## src/rtl/pb_press_classifier.sv

```systemverilog
// Push-button gesture classifier: turns debounced press/release pulses into
// short-press, double-click and long-press events, with auto-repeat while a
// long press is held.
module pb_press_classifier #(
  parameter int LONG_CYCLES   = 50,
  parameter int DOUBLE_GAP    = 20,
  parameter int REPEAT_CYCLES = 10
) (
  input  logic clk,
  input  logic rst,
  input  logic PB_pressed_pulse,
  input  logic PB_released_pulse,
  output logic short_pulse,
  output logic double_pulse,
  output logic long_pulse,
  output logic repeat_pulse,
  output logic busy
);

  localparam int MAX_AB = (LONG_CYCLES > DOUBLE_GAP) ? LONG_CYCLES : DOUBLE_GAP;
  localparam int MAX_T  = (MAX_AB > REPEAT_CYCLES) ? MAX_AB : REPEAT_CYCLES;
  localparam int TW     = $clog2(MAX_T) + 1;

  localparam logic [TW-1:0] LONG_LAST   = TW'(LONG_CYCLES - 1);
  localparam logic [TW-1:0] GAP_LAST    = TW'(DOUBLE_GAP - 1);
  localparam logic [TW-1:0] REPEAT_LAST = TW'(REPEAT_CYCLES - 1);

  typedef enum logic [2:0] {
    IDLE,
    HELD1,
    GAP,
    HELD2,
    LONG_HOLD
  } state_t;

  state_t          state_q, state_d;
  logic [TW-1:0]   timer_q;
  logic            wrap;
  logic            short_d, double_d, long_d, repeat_d;

  // Next-state and pulse decode; release takes priority in held states,
  // press takes priority in IDLE/GAP, so at most one pulse per cycle.
  always_comb begin
    state_d  = state_q;
    wrap     = 1'b0;
    short_d  = 1'b0;
    double_d = 1'b0;
    long_d   = 1'b0;
    repeat_d = 1'b0;
    case (state_q)
      IDLE: begin
        if (PB_pressed_pulse) state_d = HELD1;
      end
      HELD1: begin
        if (PB_released_pulse) begin
          state_d = GAP;
        end else if (timer_q == LONG_LAST) begin
          state_d = LONG_HOLD;
          long_d  = 1'b1;
        end
      end
      GAP: begin
        if (PB_pressed_pulse) begin
          state_d = HELD2;
        end else if (timer_q == GAP_LAST) begin
          state_d = IDLE;
          short_d = 1'b1;
        end
      end
      HELD2: begin
        if (PB_released_pulse) begin
          state_d  = IDLE;
          double_d = 1'b1;
        end
      end
      LONG_HOLD: begin
        if (PB_released_pulse) begin
          state_d = IDLE;
        end else if (timer_q == REPEAT_LAST) begin
          repeat_d = 1'b1;
          wrap     = 1'b1;
        end
      end
      default: state_d = IDLE;
    endcase
  end

  // State, saturating timer (cleared on state change or repeat wrap) and
  // registered one-cycle output pulses.
  always_ff @(posedge clk) begin
    if (rst) begin
      state_q      <= IDLE;
      timer_q      <= '0;
      short_pulse  <= 1'b0;
      double_pulse <= 1'b0;
      long_pulse   <= 1'b0;
      repeat_pulse <= 1'b0;
    end else begin
      state_q <= state_d;
      if (state_d != state_q || wrap) begin
        timer_q <= '0;
      end else if (timer_q != '1) begin
        timer_q <= timer_q + TW'(1);
      end
      short_pulse  <= short_d;
      double_pulse <= double_d;
      long_pulse   <= long_d;
      repeat_pulse <= repeat_d;
    end
  end

  assign busy = (state_q != IDLE);

endmodule

```

## config.mk

```make
export PLATFORM = sky130hd
export DESIGN_NAME = pb_press_classifier
export DESIGN_NICKNAME = d
export VERILOG_FILES = /design/src/rtl/pb_press_classifier.sv
export SDC_FILE = /design/constraint.sdc
export NUM_CORES = 1
export LEC_CHECK = 0
export BUFFER_PORTS_ARGS = -buffer_cell sky130_fd_sc_hd__buf_2
export CORE_MARGIN = 2
export CORE_UTILIZATION = 55
export DETAILED_ROUTE_END_ITERATION = 16
export HOLD_SLACK_MARGIN = 0.1
export PLACE_DENSITY = 0.76
export SETUP_SLACK_MARGIN = 0.2
export SYNTH_ARGS = -nofsm -noshare
export SYNTH_HDL_FRONTEND = slang
export SYNTH_SLANG_ARGS = --single-unit
```

## constraint.sdc

```tcl
create_clock -name clk -period 1.9 [get_ports clk]
set_input_delay 0 -clock clk [delete_from_list [all_inputs] [get_ports clk]]
set_output_delay 0 -clock clk [all_outputs]
set_load 0.02 [all_outputs]
```

# Yosys cells after proc, flatten, opt, wreduce, memory -nomap -nowiden
# Index checks and enable logic that the tools add are counted.
# word_totals
register_bits,14
# classes
reduce_logical,8
bitwise,3
muxes,13
addsub,1
n_eq_ne,9
# op_table
operator,n
$mux W3,6
$pmux W3 S4,1
$add A7 B1 Y7 const B,1
$eq A7 B4 Y1 const B,1
$eq A7 B5 Y1 const B,1
$eq A7 B6 Y1 const B,1
$ne A7 B7 Y1 const B,1
$eq A3 B2 Y1 const B,2
$mux W1,6
$reduce_or A2 Y1,3
$reduce_or A3 Y1,2
$eq A3 B1 Y1 const B,1
$eq A3 B3 Y1 const B,1
$logic_not A3 Y1,1
$ne A3 B3 Y1,1
$not A1 Y1,3
$reduce_bool A3 Y1,1
$logic_or A1 B1 Y1,1

# Depth between registers and ports, before layout
# Gate-level depths: netlist of the first run.
# logic_depth
depth_word,7
ltp_mapped,6

# Least setup slack after synthesis of the first run
# OpenSTA, ideal clock, no wires.
# synth_path
path_type,reg-to-reg
startpoint,reg timer_q[1]
endpoint,reg timer_q[1]
arrival_ns,1.297
setup_slack_ns,0.504
synth_period_minus_slack_ns,1.396
setup_ns,0.100
path_stages_with_launch,7
n_path_buf,0
path_cell_list,dfxtp_1 inv_1 ha_1 and4bb_1 nand4_2 o2111ai_4 a2111oi_4
# synth_between
elab_chain_len,7
word_cells_on_any_way,16
classes_between,1 x add/sub; 5 x eq/ne; 8 x mux; 2 x reduce/logical
# synth_rtl
element,line_no,text
"start, declared",37,logic [TW-1:0] timer_q;
"start signal, assigned",103,timer_q <= timer_q + TW'(1);
$eq A7 B5 Y1 or $eq A7 B6 Y1 (tied branches),"65, 57",
$mux W3 (on tied branches),"65, 57",
$mux W3 (on tied branches),"63, 55",
$pmux W3 S4,50,case (state_q)
$ne A3 B3 Y1,100,if (state_d != state_q || wrap) begin
$logic_or A1 B1 Y1,100,
$reduce_or A2 Y1 (no source line),-,
# Parallel ways exist; a longest one is shown, timed or not.
# A chain may end at the register's enable or synchronous reset.

# Worst setup path in the final report of the first run
# layout_path
startpoint,reg timer_q[0]
endpoint,reg timer_q[1]
# The elaborated chain is that of the path after synthesis.

==> flow_metrics.tcl, run 1 <==
set metrics [dict create \
    wirelength_um 1503 \
    cts_tree "built" \
    crit_arrival_ns 1.74 \
    fin_skew_ns 0.003706 \
    finalCritPeriodShare 0.8180 \
    slew_viol_final 0 \
    grt_max_degree 12 \
    start_kind "flop" \
    finalInstanceArea_sq_um 899.6 \
    path_buf_inv 0 \
    ys_seq_area_frac 0.3425 \
    worst_slew_pin_slew_ns 0.4395 \
    yosys-top-cells-count "14 x dfxtp_1, 8 x nor2_1, 7 x nand3_1" \
    clk_pin_slew_ns 0.08 \
    ys_ff_latch 14 \
    rsz0062_at_grt "false" \
    clockBufferDepth 2 \
    synth_cell_types 36 \
    drt_iter0_drc 22 \
    synth_top_cell_by_area "dfxtp_1" \
    peakVddDrop_uv 409.0 \
    syn2layout_area_growth_pct 9.939 \
    antenna_left 0 \
    port-buffer-count 8 \
    multi_input_area_sq_um 483.0 \
    drc 0 \
    post_cts_buffers 0 \
    ios 9 \
    diodes 0 \
    regArea_sq_um 280.3 \
    coreArea_sq_mm 0.001350 \
    worst-path-max-fanout 7 \
    syn-cell-area_sq_um 818.3 \
    fp.dieW_um 42.57 \
    crit_required_ns 2.09 \
    setup-tns-final_ns 0 \
    synth_largest_type_area_fraction 0.3425 \
    clk_latency_ns 0.28 \
    layout_min_cycle_time_ns 1.554 \
    grt_first_pass_wirelength_um 2711 \
    drv_cap 0 \
    syn_nets 94 \
    clock_sinks 14 \
    fmax_ghz 0.6434 \
    gp_congestion 0.8287 \
    slew_headroom 0.7066 \
    fillers 124 \
    max_stage_delay_ns 0.40 \
    place_inst 104 \
    path_class "reg2reg" \
    synthFlopType "dfxtp_1" \
    setup_viol 0 \
    p_leak_uw 0.0003589 \
    place_area_sq_um 825.8 \
    async_flop_share 0 \
    h-tree-depth 1 \
    synth_edf_count 0 \
    yosysWarnings 0 \
    grt_usage 0.1984 \
    drive_above_1_share 0.2292 \
    dr.pass1.iters 4 \
    rows 13 \
    dieHeight_um 42.57 \
    synth.avg_cell_area_sq_um 9.299 \
    final_util 0.6664 \
    fin_cells 111 \
    endpoint_kind "flop" \
    p_per_area_mw_per_mm2 649.8 \
    yosys.cell_count.top_type "dfxtp_1" \
    crit_chain "ha_1, nand3_1, nor2_2, nor2b_1, a2111oi_4" \
    grt_pass1_vias 630 \
    synth_area_leaders "dfxtp_1 34%, nand3_1 4.3%, and3_1 3.8%" \
    numCtsBuffers 3 \
    status "finished clean" \
    wl_per_cell_um 13.54 \
    die_area_sq_mm 0.001812 \
    clockRootBuffer "clkbuf_4" \
    fin_nets 103 \
    overflow 0 \
    crit_slowest_cell "dfxtp_1" \
    hpwl_um 1130 \
    hold_viol_final 0 \
    critPathTopFamily "simple AND/OR/NAND/NOR gates" \
    postSynthCellCount 88 \
    vias_per_cell 5.928 \
    hold_class "in2reg" \
    start_util 0.6061 \
    via_count 658 \
    antenna_found_initial 0 \
    hold_ws_ns 0.4855 \
]
[worst paths after layout]
check,slack (ns),startpoint,to,cells past startpoint
max,0.35,timer_q[0],timer_q[1],5
min,0.49,rst,state_q[1],3
max reg2reg,0.35,timer_q[0],timer_q[1],5
min reg2reg,0.56,timer_q[1],timer_q[1],2
[power breakdown]
| part | switching (uW) | internal (uW) | total (uW) | leakage [uW] |
|---|---|---|---|---|
| registers | 12.9 | 299 | 312 | 0.000113 |
| clock network | 91.7 | 117 | 208 | 0.0000210 |
| logic | 34.7 | 29.2 | 63.9 | 0.000224 |
[flip-flops by register name, summed over array words and instances, names as in the netlist]
signal and count:
timer_q 7, long_pulse 1, short_pulse 1, state_q 3, double_pulse 1, repeat_pulse 1
[through the flow]
stage                     power (uW)  setup slack (ns)
final                          584.6            0.3458
after global routing           613.4            0.2211
after CTS                      590.6            0.3136
after detailed placement       376.6            0.3226
after global placement         375.4            0.3140
after floorplan                365.5            0.5037
[worst register-to-register path: stages, from the launching register on]
cell       delay [ns]
dfxtp_1          0.40
ha_1             0.28
nand3_1          0.12
nor2_2           0.23
nor2b_1          0.11
a2111oi_4        0.31
[cells by family (layout without fill, tap and decap cells)]
kind of cell               after synthesis  count (layout)  synth area share
AOI/OAI and AO/OA                       15              15            0.1743
DFF                                     14              14            0.3425
xor gates and xnor gates                 3               3           0.03212
adders and majority gates                2               2           0.03058
buffers and inverters                   10              18           0.07645
and+or+nand+nor                         42              42            0.3196
muxes                                    2               2           0.02447
[cell usage in the layout, fill, tap and decap left out]
cell type,n
o31a_2,1
nand4_1,2
nor3b_2,1
nor4b_1,1
nand4_2,1
nor2_2,1
a31oi_1,2
and4bb_1,2
o211ai_1,1
o21ai_0,3
nor2_1,8
o2111ai_4,1
nand3_1,7
o211a_1,1
mux2i_1,2
and4_2,1
a211oi_1,2
nor4_1,1
a21oi_1,2
nand3_2,1
a2111oi_4,1
dfxtp_1,14
nor2b_1,2
clkbuf_4,3
buf_2,8
nor3_2,1
a21oi_4,1
dlygate4sd3_1,3
inv_1,3
or3_1,1
ha_1,2
and3_1,5
xnor2_1,1
xor2_1,2
nor3_1,5
nand2_1,2
clkbuf_8,1
[area by class of cell]
cell class                 instances  area share
sequential                        14      0.3115
timing repair buffer              11     0.07789
clock buffer                       4     0.04033
multi-input combinational         64      0.5369
inverter                           3     0.01252
tap                               15     0.02086
[metal layers]
metal / global-route usage / part of all wire
met1: 0.2599 / 0.49
met2: 0.3138 / 0.44
met3: 0.06897 / 0.061
met4: 0.04375 / 0.0067
met5: 0 / 0
[repair_timing]
action,4_1_cts,5_1_grt
gates resized for setup,0,1
hold buffers,3,0
setup endpoints to repair,0,2
hold endpoints to repair,4,0
No activity file was read; power rests on OpenSTA's default activity.
==> run 2: changes to the inputs <==
--- a/config.mk
+++ b/config.mk
@@ -7,10 +7,10 @@
 export LEC_CHECK = 0
 export BUFFER_PORTS_ARGS = -buffer_cell sky130_fd_sc_hd__buf_2
 export CORE_MARGIN = 2
-export CORE_UTILIZATION = 55
+export CORE_UTILIZATION = 50
 export DETAILED_ROUTE_END_ITERATION = 16
 export HOLD_SLACK_MARGIN = 0.1
-export PLACE_DENSITY = 0.76
+export PLACE_DENSITY = 0.72
 export SETUP_SLACK_MARGIN = 0.2
 export SYNTH_ARGS = -nofsm -noshare
 export SYNTH_HDL_FRONTEND = slang
==> constraint.sdc (replaced) <==
create_clock -name clk -period 1.4 [get_ports clk]
set_input_delay 0 -clock clk [delete_from_list [all_inputs] [get_ports clk]]
set_output_delay 0 -clock clk [all_outputs]
set_load 0.02 [all_outputs]
==> run 2 against run 1 <==
  * The run now ends with negative setup slack left
  * Flip-flop and latch count is the same
  * Clock skew is essentially flat
  * Worst hold slack got worse by 0.37 ns
  * Critical path type unchanged
  * Critical endpoint is now short_pulse
  * Largest cell class unchanged
  * Largest power group unchanged
  * Highest routed layer unchanged
==> flow_metrics.tcl, run 2 (synthesis gave the netlist of run 1 again) <==
set metrics [dict create \
    clk_latency_ns 0.29 \
    grt_pass1_vias 769 \
    path_class "reg2reg" \
    status "complete, but fails checks" \
    grt_first_pass_wirelength_um 3284 \
    fin_skew_ns 0.003967 \
    overflow 0 \
    layout_setup_ws_ns -0.01440 \
    via_count 774 \
    ios 9 \
    slew_headroom 0.7685 \
    worst-path-max-fanout 3 \
    coreArea_sq_mm 0.001524 \
    r2r-start "timer_q[0]" \
    start_kind "flop" \
    h-tree-depth 1 \
    gp_congestion 0.8408 \
    drc 0 \
    layout_min_cycle_time_ns 1.414 \
    largest_register_ffs 7 \
    antenna_found_initial 0 \
    pre_cts_ws_ns 0.01293 \
    diodes 0 \
    layout_common_cells "11 x buf_4, 8 x dfxtp_1, 7 x nor2_1, 7 x buf_2, 6 x nand3_1" \
    regMostFlops "timer_q" \
    numCtsBuffers 3 \
    clk_pin_slew_ns 0.09 \
    wirelength_um 1968 \
    crit_required_ns 1.59 \
    setup_viol 1 \
    hpwl_um 1195 \
    clockRootBuffer "clkbuf_4" \
    fin_nets 119 \
    peakVddDrop_uv 659.6 \
    grt_usage 0.2338 \
    drv_cap 0 \
    cts_tree "built" \
    fmax_ghz 0.7070 \
    crit_arrival_ns 1.61 \
    dieHeight_um 44.46 \
    p_per_area_mw_per_mm2 737.9 \
    endpoint_kind "flop" \
    vias_per_cell 6.047 \
    drive_above_1_share 0.5268 \
    power.total_uw 868.8 \
    rsz0062_at_grt "true" \
    drt_iter0_drc 8 \
    setup-tns-final_ns -0.01440 \
    violations "negative setup slack" \
    dr.pass1.iters 4 \
    wl_per_cell_um 15.38 \
    startpoint "timer_q[0]" \
    final_common_cell "buf_4" \
    slew_viol_final 0 \
    hold_ws_ns 0.1170 \
    grt_max_degree 11 \
    worst_slew_pin_slew_ns 0.3471 \
    clock_sinks 14 \
    holdCritStartpoint "rst" \
    port-buffer-count 8 \
    hold_viol_final 0 \
    finalCritPeriodShare 1.010 \
    rows 14 \
    fp.dieW_um 44.46 \
    syn2layout_area_growth_pct 43.88 \
    p_leak_uw 0.0004580 \
    die_area_sq_mm 0.001976 \
    antenna_left 0 \
    top_regs "timer_q x7, state_q x3" \
    hold_class "in2reg" \
    start_util 0.5369 \
    clockBufferDepth 2 \
]
==> run 2: cell count changes in the layout (fill, tap and decap cells not counted), sizes merged <==
cell | previous run | this run
dlygate4sd3 | 3 | 4
buf | 8 | 23
==> run 2: what timing repair did <==
action                     in CTS  in global routing
buffers inserted                8                  3
resized for setup              17                  9
pin swaps                       8                  4
hold endpoints to repair        5                  0
hold buffers                    4                  0
setup endpoints to repair      13                 14
==> run 2: cell type report <==
| class | instances | area [sq um] |
|---|---|---|
| Multi-Input combinational cell | 64 | 594.3 |
| Fill cell | 101 | 346.6 |
| Sequential cell | 14 | 295.3 |
| Timing Repair Buffer | 27 | 217.7 |
| Clock buffer | 4 | 36.28 |
| Tap cell | 16 | 20.02 |
| Inverter | 3 | 13.76 |
==> run 2: report_power, final <==
group | total (uW) | internal [uW] | switching [uW]
Combinational | 143 | 73.3 | 70.2
Clock | 304 | 159 | 145
Sequential | 421 | 406 | 15.4
Total | 869 | 638 | 231
==> run 2: worst max-delay path, cell delays in order (launching register included) <==
cell and delay (ns):
dfxtp_4 0.38, ha_4 0.16, and4bb_1 0.21, buf_6 0.12, buf_4 0.12, and3_4 0.16
and3_4 0.15
==> run 2: path summary, 6_finish.rpt <==
kind | cells past startpoint | to | slack, ns
min reg2reg | 1 | state_q[0] | 0.54
max reg2reg | 6 | short_pulse | -0.01
min | 4 | timer_q[5] | 0.12
max | 6 | short_pulse | -0.01
==> run 2: metrics by stage <==
stage,utilization,std cells,cell area [sq um]
finish,0.7726,128,1177
detailed placement,0.6059,109,923.4
floorplan,-,88,884.6
CTS,0.7332,125,1117
global route,0.7726,128,1177
global placement,0.6059,109,923.4
==> run 2: layer usage <==
| metal | global-route usage | share of wire | wire [um] |
|---|---|---|---|
| met3 | 0.06939 | 0.048 | 94 |
| met1 | 0.2351 | 0.39 | 767 |
| met4 | 0.1636 | 0.029 | 57 |
| met2 | 0.4088 | 0.53 | 1048 |
| met5 | 0 | 0 | 0 |
